**config.mk**
```make
export PLATFORM = sky130hd
export DESIGN_NAME = actuator_drive
export DESIGN_NICKNAME = d
export VERILOG_FILES = /design/src/rtl/actuator_pkg.sv /design/src/rtl/servo_pwm_gen.sv /design/src/rtl/actuator_drive.sv
export SDC_FILE = /design/constraint.sdc
export NUM_CORES = 1
export LEC_CHECK = 0
export ABC_AREA = 1
export BUFFER_PORTS_ARGS = -buffer_cell sky130_fd_sc_hd__buf_2
export CORE_ASPECT_RATIO = 0.6
export CORE_MARGIN = 2
export CORE_UTILIZATION = 55
export CTS_CLUSTER_DIAMETER = 200
export CTS_CLUSTER_SIZE = 8
export DETAILED_ROUTE_END_ITERATION = 16
export GPL_TIMING_DRIVEN = 0
export PLACE_DENSITY = 0.83
export SLEW_MARGIN = 20
export SYNTH_ARGS = -nofsm -noshare
export SYNTH_HDL_FRONTEND = slang
export SYNTH_SLANG_ARGS = --single-unit
```
**constraint.sdc**
```tcl
create_clock -name clk -period 2.8 [get_ports clk]
set_input_delay 0.56 -clock clk [delete_from_list [all_inputs] [get_ports clk]]
set_output_delay 0.56 -clock clk [all_outputs]
set_load 0.05 [all_outputs]
```
**src/rtl/actuator_pkg.sv**
```systemverilog
// Shared definitions for the actuator output stage: motor command encoding,
// motor FSM state set and the straight-ahead steering code.
package actuator_pkg;

    localparam logic [1:0] CMD_COAST = 2'b00;
    localparam logic [1:0] CMD_FWD   = 2'b01;
    localparam logic [1:0] CMD_REV   = 2'b10;
    localparam logic [1:0] CMD_BRAKE = 2'b11;

    localparam logic [2:0] STEER_CENTER = 3'd3;

    typedef enum logic [2:0] {
        ST_COAST,
        ST_FWD,
        ST_REV,
        ST_BRAKE,
        ST_DEAD
    } motor_state_t;

    function automatic motor_state_t cmd_to_state(input logic [1:0] cmd);
        motor_state_t st;
        st = ST_COAST;
        case (cmd)
            CMD_COAST: st = ST_COAST;
            CMD_FWD:   st = ST_FWD;
            CMD_REV:   st = ST_REV;
            CMD_BRAKE: st = ST_BRAKE;
        endcase
        return st;
    endfunction

endpackage

```
**src/rtl/servo_pwm_gen.sv**
```systemverilog
// Servo pulse generator: free-running frame counter, frame-start latch of the
// steering code and registered width comparator.
module servo_pwm_gen
    import actuator_pkg::*;
#(
    parameter int SERVO_PERIOD = 20000,
    parameter int SERVO_CENTER = 1500,
    parameter int SERVO_STEP   = 150
) (
    input  logic       clk,
    input  logic       rst,
    input  logic [2:0] front_wheel,
    output logic       servo_pwm
);

    localparam int SCW = $clog2(SERVO_PERIOD);

    logic [SCW-1:0] scnt;
    logic [SCW-1:0] width_q;
    logic [SCW-1:0] width_new;
    logic [SCW-1:0] width_eff;
    logic           frame_start;

    // Code 7 is folded onto straight ahead; offset math is signed.
    function automatic logic [SCW-1:0] steer_width(input logic [2:0] code);
        logic signed [31:0] delta;
        logic signed [31:0] w;
        if (code == 3'd7) begin
            delta = 32'sd0;
        end else begin
            delta = $signed({29'd0, code}) - $signed({29'd0, STEER_CENTER});
        end
        w = SERVO_CENTER + delta * SERVO_STEP;
        return SCW'(w);
    endfunction

    assign frame_start = (scnt == '0);
    assign width_new   = steer_width(front_wheel);
    // The new width must already apply on the frame-start compare itself.
    assign width_eff   = frame_start ? width_new : width_q;

    always_ff @(posedge clk or negedge rst) begin
        if (!rst) begin
            scnt      <= '0;
            width_q   <= '0;
            servo_pwm <= 1'b0;
        end else begin
            if (scnt == SCW'(SERVO_PERIOD - 1)) begin
                scnt <= '0;
            end else begin
                scnt <= scnt + 1'b1;
            end
            if (frame_start) begin
                width_q <= width_new;
            end
            servo_pwm <= (scnt < width_eff);
        end
    end

endmodule

```
**src/rtl/actuator_drive.sv**
```systemverilog
// Actuator output stage: servo PWM plus H-bridge drive with dead time on polarity
// change. Optional motor soft-start ramp enabled by ACTUATOR_SOFT_START_EN.
module actuator_drive
    import actuator_pkg::*;
#(
    parameter int SERVO_PERIOD = 20000,
    parameter int SERVO_CENTER = 1500,
    parameter int SERVO_STEP   = 150,
    parameter int MOTOR_PERIOD = 100,
    parameter int MOTOR_DUTY   = 60,
    parameter int DEAD_CYCLES  = 10
) (
    input  logic       clk,
    input  logic       rst,
    input  logic [2:0] front_wheel,
    input  logic [1:0] motor,
    output logic       servo_pwm,
    output logic       motor_a,
    output logic       motor_b,
    output logic       reversing
);

    localparam int MCW = $clog2(MOTOR_PERIOD);
    localparam int DW  = MCW + 1;
    localparam int DTW = (DEAD_CYCLES > 1) ? $clog2(DEAD_CYCLES) : 1;
    localparam logic [DTW-1:0] DEAD_LOAD = DTW'(DEAD_CYCLES - 1);

    if ((SERVO_CENTER < 3 * SERVO_STEP) ||
        (SERVO_CENTER + 3 * SERVO_STEP >= SERVO_PERIOD)) begin : g_bad_servo
        $error("actuator_drive: servo width range does not fit the frame");
    end
    if ((MOTOR_PERIOD < 2) || (MOTOR_DUTY < 0) || (MOTOR_DUTY > MOTOR_PERIOD)) begin : g_bad_motor
        $error("actuator_drive: motor duty out of range");
    end
    if (DEAD_CYCLES < 1) begin : g_bad_dead
        $error("actuator_drive: DEAD_CYCLES must be at least 1");
    end

    servo_pwm_gen #(
        .SERVO_PERIOD (SERVO_PERIOD),
        .SERVO_CENTER (SERVO_CENTER),
        .SERVO_STEP   (SERVO_STEP)
    ) u_servo (
        .clk         (clk),
        .rst         (rst),
        .front_wheel (front_wheel),
        .servo_pwm   (servo_pwm)
    );

    logic [1:0]     cmd_p0;
    motor_state_t   cmd_state;
    motor_state_t   state;
    motor_state_t   state_nxt;
    logic [DTW-1:0] dead_tmr;
    logic [DTW-1:0] dead_tmr_nxt;
    logic [MCW-1:0] mcnt;
    logic           mcnt_wrap;
    logic [DW-1:0]  duty;
    logic           pwm;
    logic           a_nxt;
    logic           b_nxt;

    assign cmd_state = cmd_to_state(cmd_p0);
    assign mcnt_wrap = (mcnt == MCW'(MOTOR_PERIOD - 1));
    assign pwm       = ({1'b0, mcnt} < duty);

`ifdef ACTUATOR_SOFT_START_EN
    logic [DW-1:0] duty_q;

    // Held at zero outside FWD/REV, so every entry into a drive state starts the ramp from 0.
    always_ff @(posedge clk or negedge rst) begin
        if (!rst) begin
            duty_q <= '0;
        end else if ((state != ST_FWD) && (state != ST_REV)) begin
            duty_q <= '0;
        end else if (mcnt_wrap && (duty_q < DW'(MOTOR_DUTY))) begin
            duty_q <= duty_q + 1'b1;
        end
    end

    assign duty = duty_q;
`else
    assign duty = DW'(MOTOR_DUTY);
`endif

    always_comb begin
        state_nxt    = state;
        dead_tmr_nxt = dead_tmr;
        case (state)
            ST_COAST: begin
                state_nxt = cmd_state;
            end
            ST_DEAD: begin
                if (cmd_state == ST_COAST) begin
                    state_nxt = ST_COAST;
                end else if (dead_tmr == '0) begin
                    state_nxt = cmd_state;
                end else begin
                    dead_tmr_nxt = dead_tmr - 1'b1;
                end
            end
            default: begin
                if (cmd_state == ST_COAST) begin
                    state_nxt = ST_COAST;
                end else if (cmd_state != state) begin
                    state_nxt    = ST_DEAD;
                    dead_tmr_nxt = DEAD_LOAD;
                end
            end
        endcase
    end

    always_comb begin
        a_nxt = 1'b0;
        b_nxt = 1'b0;
        case (state)
            ST_FWD:   a_nxt = pwm;
            ST_REV:   b_nxt = pwm;
            ST_BRAKE: begin
                a_nxt = 1'b1;
                b_nxt = 1'b1;
            end
            default: begin
                a_nxt = 1'b0;
                b_nxt = 1'b0;
            end
        endcase
    end

    // Stage p0: command capture; stage p1: state; stage p2: registered pins.
    always_ff @(posedge clk or negedge rst) begin
        if (!rst) begin
            cmd_p0    <= CMD_COAST;
            state     <= ST_COAST;
            dead_tmr  <= '0;
            mcnt      <= '0;
            motor_a   <= 1'b0;
            motor_b   <= 1'b0;
            reversing <= 1'b0;
        end else begin
            cmd_p0    <= motor;
            state     <= state_nxt;
            dead_tmr  <= dead_tmr_nxt;
            mcnt      <= mcnt_wrap ? '0 : mcnt + 1'b1;
            motor_a   <= a_nxt;
            motor_b   <= b_nxt;
            reversing <= (state == ST_DEAD);
        end
    end

endmodule

```
[Word-level counts from Yosys, hierarchy flattened]
Index checks and enable logic that the tools add are counted.
Storage, ports and cells
  register bits after elaboration: 50
Operators by class
  $lt $le $gt $ge: 2
  reductions and logical operators: 9
  eq/ne operators: 13
  bitwise operators: 2
  multipliers: 1
  add/subtract/negate cells: 5
  mux-type cells: 17
Operators by type and width (number)
  32-bit by 8-bit multiplier with 14-bit output, second input constant: 1
  32-bit 2-to-1 mux: 1
  15-bit 2-to-1 mux: 2
  4-bit 2-to-1 mux: 4
  12-bit by 15-bit adder with 15-bit output, first input constant: 1
  15-bit by 1-bit adder with 15-bit output, second input constant: 1
  15-bit equality test, second input constant: 1
  15-bit logical NOT: 1
  15-bit less-than comparator: 1
  3-bit 2-to-1 mux: 4
  3-bit case mux with 4 select lines: 1
  4-bit case mux with 2 select lines: 1
  7-bit by 1-bit adder with 7-bit output, second input constant: 1
  7-bit equality test, second input constant: 1
  7-bit by 6-bit less-than comparator with 1-bit output, second input constant: 1
  7-bit 2-to-1 mux: 1
  3-bit by 2-bit equality test with 1-bit output, second input constant: 2
  3-bit equality test, second input constant: 2
  3-bit logical NOT: 2
  3-bit case mux with 2 select lines: 1
  2-bit equality test, second input constant: 2
  4-bit logical NOT: 1
  1-bit case mux with 2 select lines: 2
  4-bit AND reduction: 1
  12 further kinds: 13

[Depth between registers and ports, before layout]
  depth in word-level cells: 6
  depth in mapped cells: 24
  mapped depth without buffers: 24

[By module]
A second synthesis with hierarchy kept.
Second synthesis, totals
  cells, all modules: 470
  area, all modules: 3659.8 µm²
Modules (own cells, without submodules)
  servo_pwm_gen: cells an instance 362, seq. area each 775.7 µm², instances 1, area each 2727.6 µm²
  actuator_drive: cells an instance 108, seq. area each 475.5 µm², instances 1, area each 932.1 µm²

[Least setup slack after synthesis]
No wires, ideal clock.
  kind: input-to-reg
  start: input front_wheel[0]
  end: register u_servo.servo_pwm
  stages on the path: 19
  data required time: 2723 ps
  slack: -1149 ps
  arrival: 3872 ps
  cell sequence: inv_1 ha_1 inv_1 ha_1 fa_1 fa_1 ha_1 or2_2 nand2_1 nand2_1 nand2_2 nand2_1 nand3_1 nand2_1 ha_1 a21oi_1 o21a_1 o221ai_1 a21oi_1
On the way
  longest elaborated chain between the ends: 6
  elaborated cells between the ends (all ways): 7
Ends and longest elaborated chain
  start: declaration: RTL line actuator_drive.sv:15  | input logic [2:0] front_wheel,
  3-bit by 2-bit subtractor with 4-bit output / 3-bit equality test (equally long branches): RTL line servo_pwm_gen.sv:31, servo_pwm_gen.sv:28
  32-bit 2-to-1 mux *: RTL line servo_pwm_gen.sv:28  | if (code == 3'd7) begin
  32-bit by 8-bit multiplier with 14-bit output *: RTL line servo_pwm_gen.sv:33  | w = SERVO_CENTER + delta * SERVO_STEP;
  12-bit by 15-bit adder with 15-bit output *: RTL line servo_pwm_gen.sv:33
  15-bit 2-to-1 mux *: RTL line servo_pwm_gen.sv:40  | assign width_eff = frame_start ? width_new : width_q;
  15-bit less-than comparator *: RTL line servo_pwm_gen.sv:56  | servo_pwm <= (scnt < width_eff);
  end signal: assignment: RTL line servo_pwm_gen.sv:56
  end: declaration: RTL line servo_pwm_gen.sv:13  | output logic servo_pwm
Every way passes the cells marked *; elsewhere a longest branch is shown, timed or not.
A chain may end at the register's enable or synchronous reset.

[Worst setup path after layout]
Ends and elaborated chain as after synthesis.

==> run summary <==
Placement Setup Slack -> -1.53 ns
CTS Buffer Depth -> 2
failing checks -> setup timing
Reg2Reg Setup Slack -> 0.29 ns
DR iter-0 viols -> 195
# setup viols final -> 4
Async S/R FF share, synth -> 100%
routed via count -> 2894
worst skew pair latency -> 0.30 ns
switch share -> 37.6%
Yosys Warn Count -> 0
Hold/Removal Path Class -> in -> async
min cycle time layout -> 3.84 ns
Die H -> 64.9 µm
DIE WIDTH -> 106 µm
Mapped Cells -> 426
H-tree Lvls -> 2
Clk pin slew, worst setup/hold paths -> 0.09 ns
core area -> 6060 µm²
die footprint -> 6850 µm²
Routed Wire Length -> 7720 µm
Synth Cell Area -> 3400 µm²
CTS tree -> yes
# diodes -> 0
DR WL/cell -> 14.3 µm
pin count of the biggest net entering global routing -> 51
Pint -> 1500 µW
vias per inst -> 5.35
worst-case reg-to-reg path depth -> 15
sequential share of power -> 37.0%
crit path launch type -> input port
syn_nets -> 471
CP endpoint kind -> register
commonest non-fill, non-tap cell in the layout -> nand2_1
Critical path origin -> front_wheel[0]
DRC -> 0
fillcell total -> 451
most frequent cells in the layout -> nand2_1, inv_1, dfrtp_1
CTS sink count -> 50
count of cell types in the netlist -> 37
final slew viol count -> 0
TritonRoute pass-1 iters -> 4
outcome -> complete, but fails checks
pwr/cell area -> 601 nW/µm²
Syn Area/Cell -> 7.99 µm²
# rows -> 22
EDFF count, synth -> 0
Placer Congestion -> 0.898
final instance area -> 4020 µm²
GR Overflow Total -> 0
Worst-Margin Slew -> 0.618 ns
CTS Buf Count -> 5
Post-DP Area -> 3600 µm²
Final WS setup -> -1.04 ns
Port Buffers -> 10
leakage -> 0.00207 µW
Yosys reg bits -> 50
combinational power share -> 41.5%
Final ANT Viol Nets -> 0
Peak Freq -> 261 MHz
Crit path arrival time -> 4.07 ns
Clock Skews -> 0.00362 ns
Overall Power -> 2410 µW
Synth Flop Type -> dfrtp_1
period utilization -> 137%
Seq/Total Area, Yosys -> 36.8%
initial antenna violation count -> 0
IO Pins -> 11
clock share of power -> 21.5%
Root Driver -> clkbuf_8
maxcap violations -> 0
Worst R2R End -> u_servo.servo_pwm$_DFF_PN0_
slew margin rel. -> 58.8%
peak supply drop -> 254 µV
area grow syn2layout -> 18.0%
critical path type -> in -> reg
fin nets -> 502
CP required -> 3.03 ns
layout cell share with drive strength beyond 1 -> 23.6%
Total GRT Usage -> 23.9%
DP Wirelength -> 5520 µm
hold_buf cts -> 0
P_sw -> 908 µW
RSZ-0062 raised after global routing -> true
first-pass GRT wire length -> 13100 µm
final hold vios -> 0
vias in the first global route -> 2929
R2R Path Start -> u_servo.scnt[0]$_DFF_PN0_
end of the critical path -> u_servo.servo_pwm$_DFF_PN0_
Initial Utilization -> 56.2%
CP Max Fanout -> 5
final cells by class:
type | instances | area, µm² | share of cell area (%)
timing repair buffer | 24 | 191 | 4.77
tap | 84 | 105 | 2.62
clock inverter | 1 | 30.0 | 0.748
inverter | 69 | 268 | 6.67
sequential | 50 | 1250 | 31.2
multi-input combinational | 305 | 2070 | 51.5
clock buffer | 6 | 82.6 | 2.06
buffer | 2 | 20.0 | 0.499
metal layers:
layer	track usage, %	wire length (µm)	vias to the layer above
met1	33.6	3670	1363
met4	6.58	78	0
met3	4.33	464	16
met2	38.1	3510	76
li1	-	-	1439
met5	0	0	-
power groups by stage:
stage	registers, µW	clock network, µW	logic (µW)
after floorplan	948	0	585
after global placement	898	0	770
after detailed placement	903	0	814
after CTS	889	526	886
after global routing	904	557	1110
final	891	519	1000
state kept, by name, indices dropped and copies added (netlist names):
signal,flops
u_servo.scnt,15
mcnt,7
u_servo.width_q,15
u_servo.servo_pwm,1
cmd_p0,2
reversing,1
motor_a,1
dead_tmr,4
motor_b,1
state,3
worst max-delay path, cell delays in order:
cell and delay (ns):
buf_12 0.08, clkinvlp_4 0.10, ha_4 0.30, inv_6 0.04
ha_4 0.15, fa_1 0.51, fa_1 0.60, ha_4 0.21
or2_4 0.25, nand2_2 0.07, nand2_2 0.07, nand2_4 0.10
inv_2 0.05, nand2_2 0.07, nand3_2 0.07, nand2_2 0.08
ha_4 0.21, a21oi_2 0.16, o21a_1 0.16, o221ai_2 0.09
a21oi_1 0.13
worst min path at each step:
stage          slack [ns]  depth (start not counted)                       endpoint              start
3_5_place_dp         0.46                          1              mcnt[0]$_DFF_PN0_  mcnt[0]$_DFF_PN0_
2_1_floorplan        0.26                          0            cmd_p0[0]$_DFF_PN0_                rst
3_3_place_gp         0.44                          1              mcnt[0]$_DFF_PN0_  mcnt[0]$_DFF_PN0_
4_1_cts              0.35                          1            cmd_p0[1]$_DFF_PN0_           motor[1]
6_report             0.27                          1              mcnt[6]$_DFF_PN0_                rst
5_1_grt              0.32                          1  u_servo.width_q[12]$_DFF_PN0_                rst
synthesized netlist by cell type, types with 2 or more instances:
cell,number,area [µm²]
nand2_1,93,349
inv_1,58,218
dfrtp_1,50,1250
nor2_1,38,143
ha_1,35,438
nand3_1,26,130
a21oi_1,19,95.1
nand2_2,12,75.1
inv_2,11,41.3
nor3_1,9,45.0
o21ai_0,9,45.0
xor2_1,7,61.3
nand3_2,6,60.1
o21ai_1,6,30.0
nand4_1,5,31.3
o21a_1,5,37.5
nor2_4,4,45.0
or2_2,4,25.0
xnor2_1,4,35.0
a21oi_2,3,26.3
fa_1,3,60.1
o21bai_1,3,22.5
nand3b_1,2,15.0
cell families after synthesis:
group / count (synthesis) / synth area share [%]
adder cells (fa/ha/maj): 38 / 14.6
buffers and inverters: 71 / 8.20
AND/OR/NAND/NOR: 204 / 28.4
AO/OA/AOI/OAI: 52 / 9.16
flip-flops: 50 / 36.8
XOR/XNOR: 11 / 2.83
metrics by stage:
step / cells / TNS, ns / hold WS (ns) / util [%]
after floorplan: 426 / -1.75 / 0.264 / -
after global placement: 520 / -4.11 / 0.444 / 59.5
after detailed placement: 520 / -4.74 / 0.461 / 59.5
after CTS: 535 / -1.30 / 0.355 / 64.0
after global routing: 541 / -2.26 / 0.322 / 66.3
final: 541 / -1.97 / 0.266 / 66.3
timing repair:
action / in CTS / in global routing
resized for setup: 19 / 20
pin swaps: 13 / 16
setup endpoints to repair: 6 / 5
setup buffers: 8 / 6
Note: power is estimated with default switching activity, not from simulation.
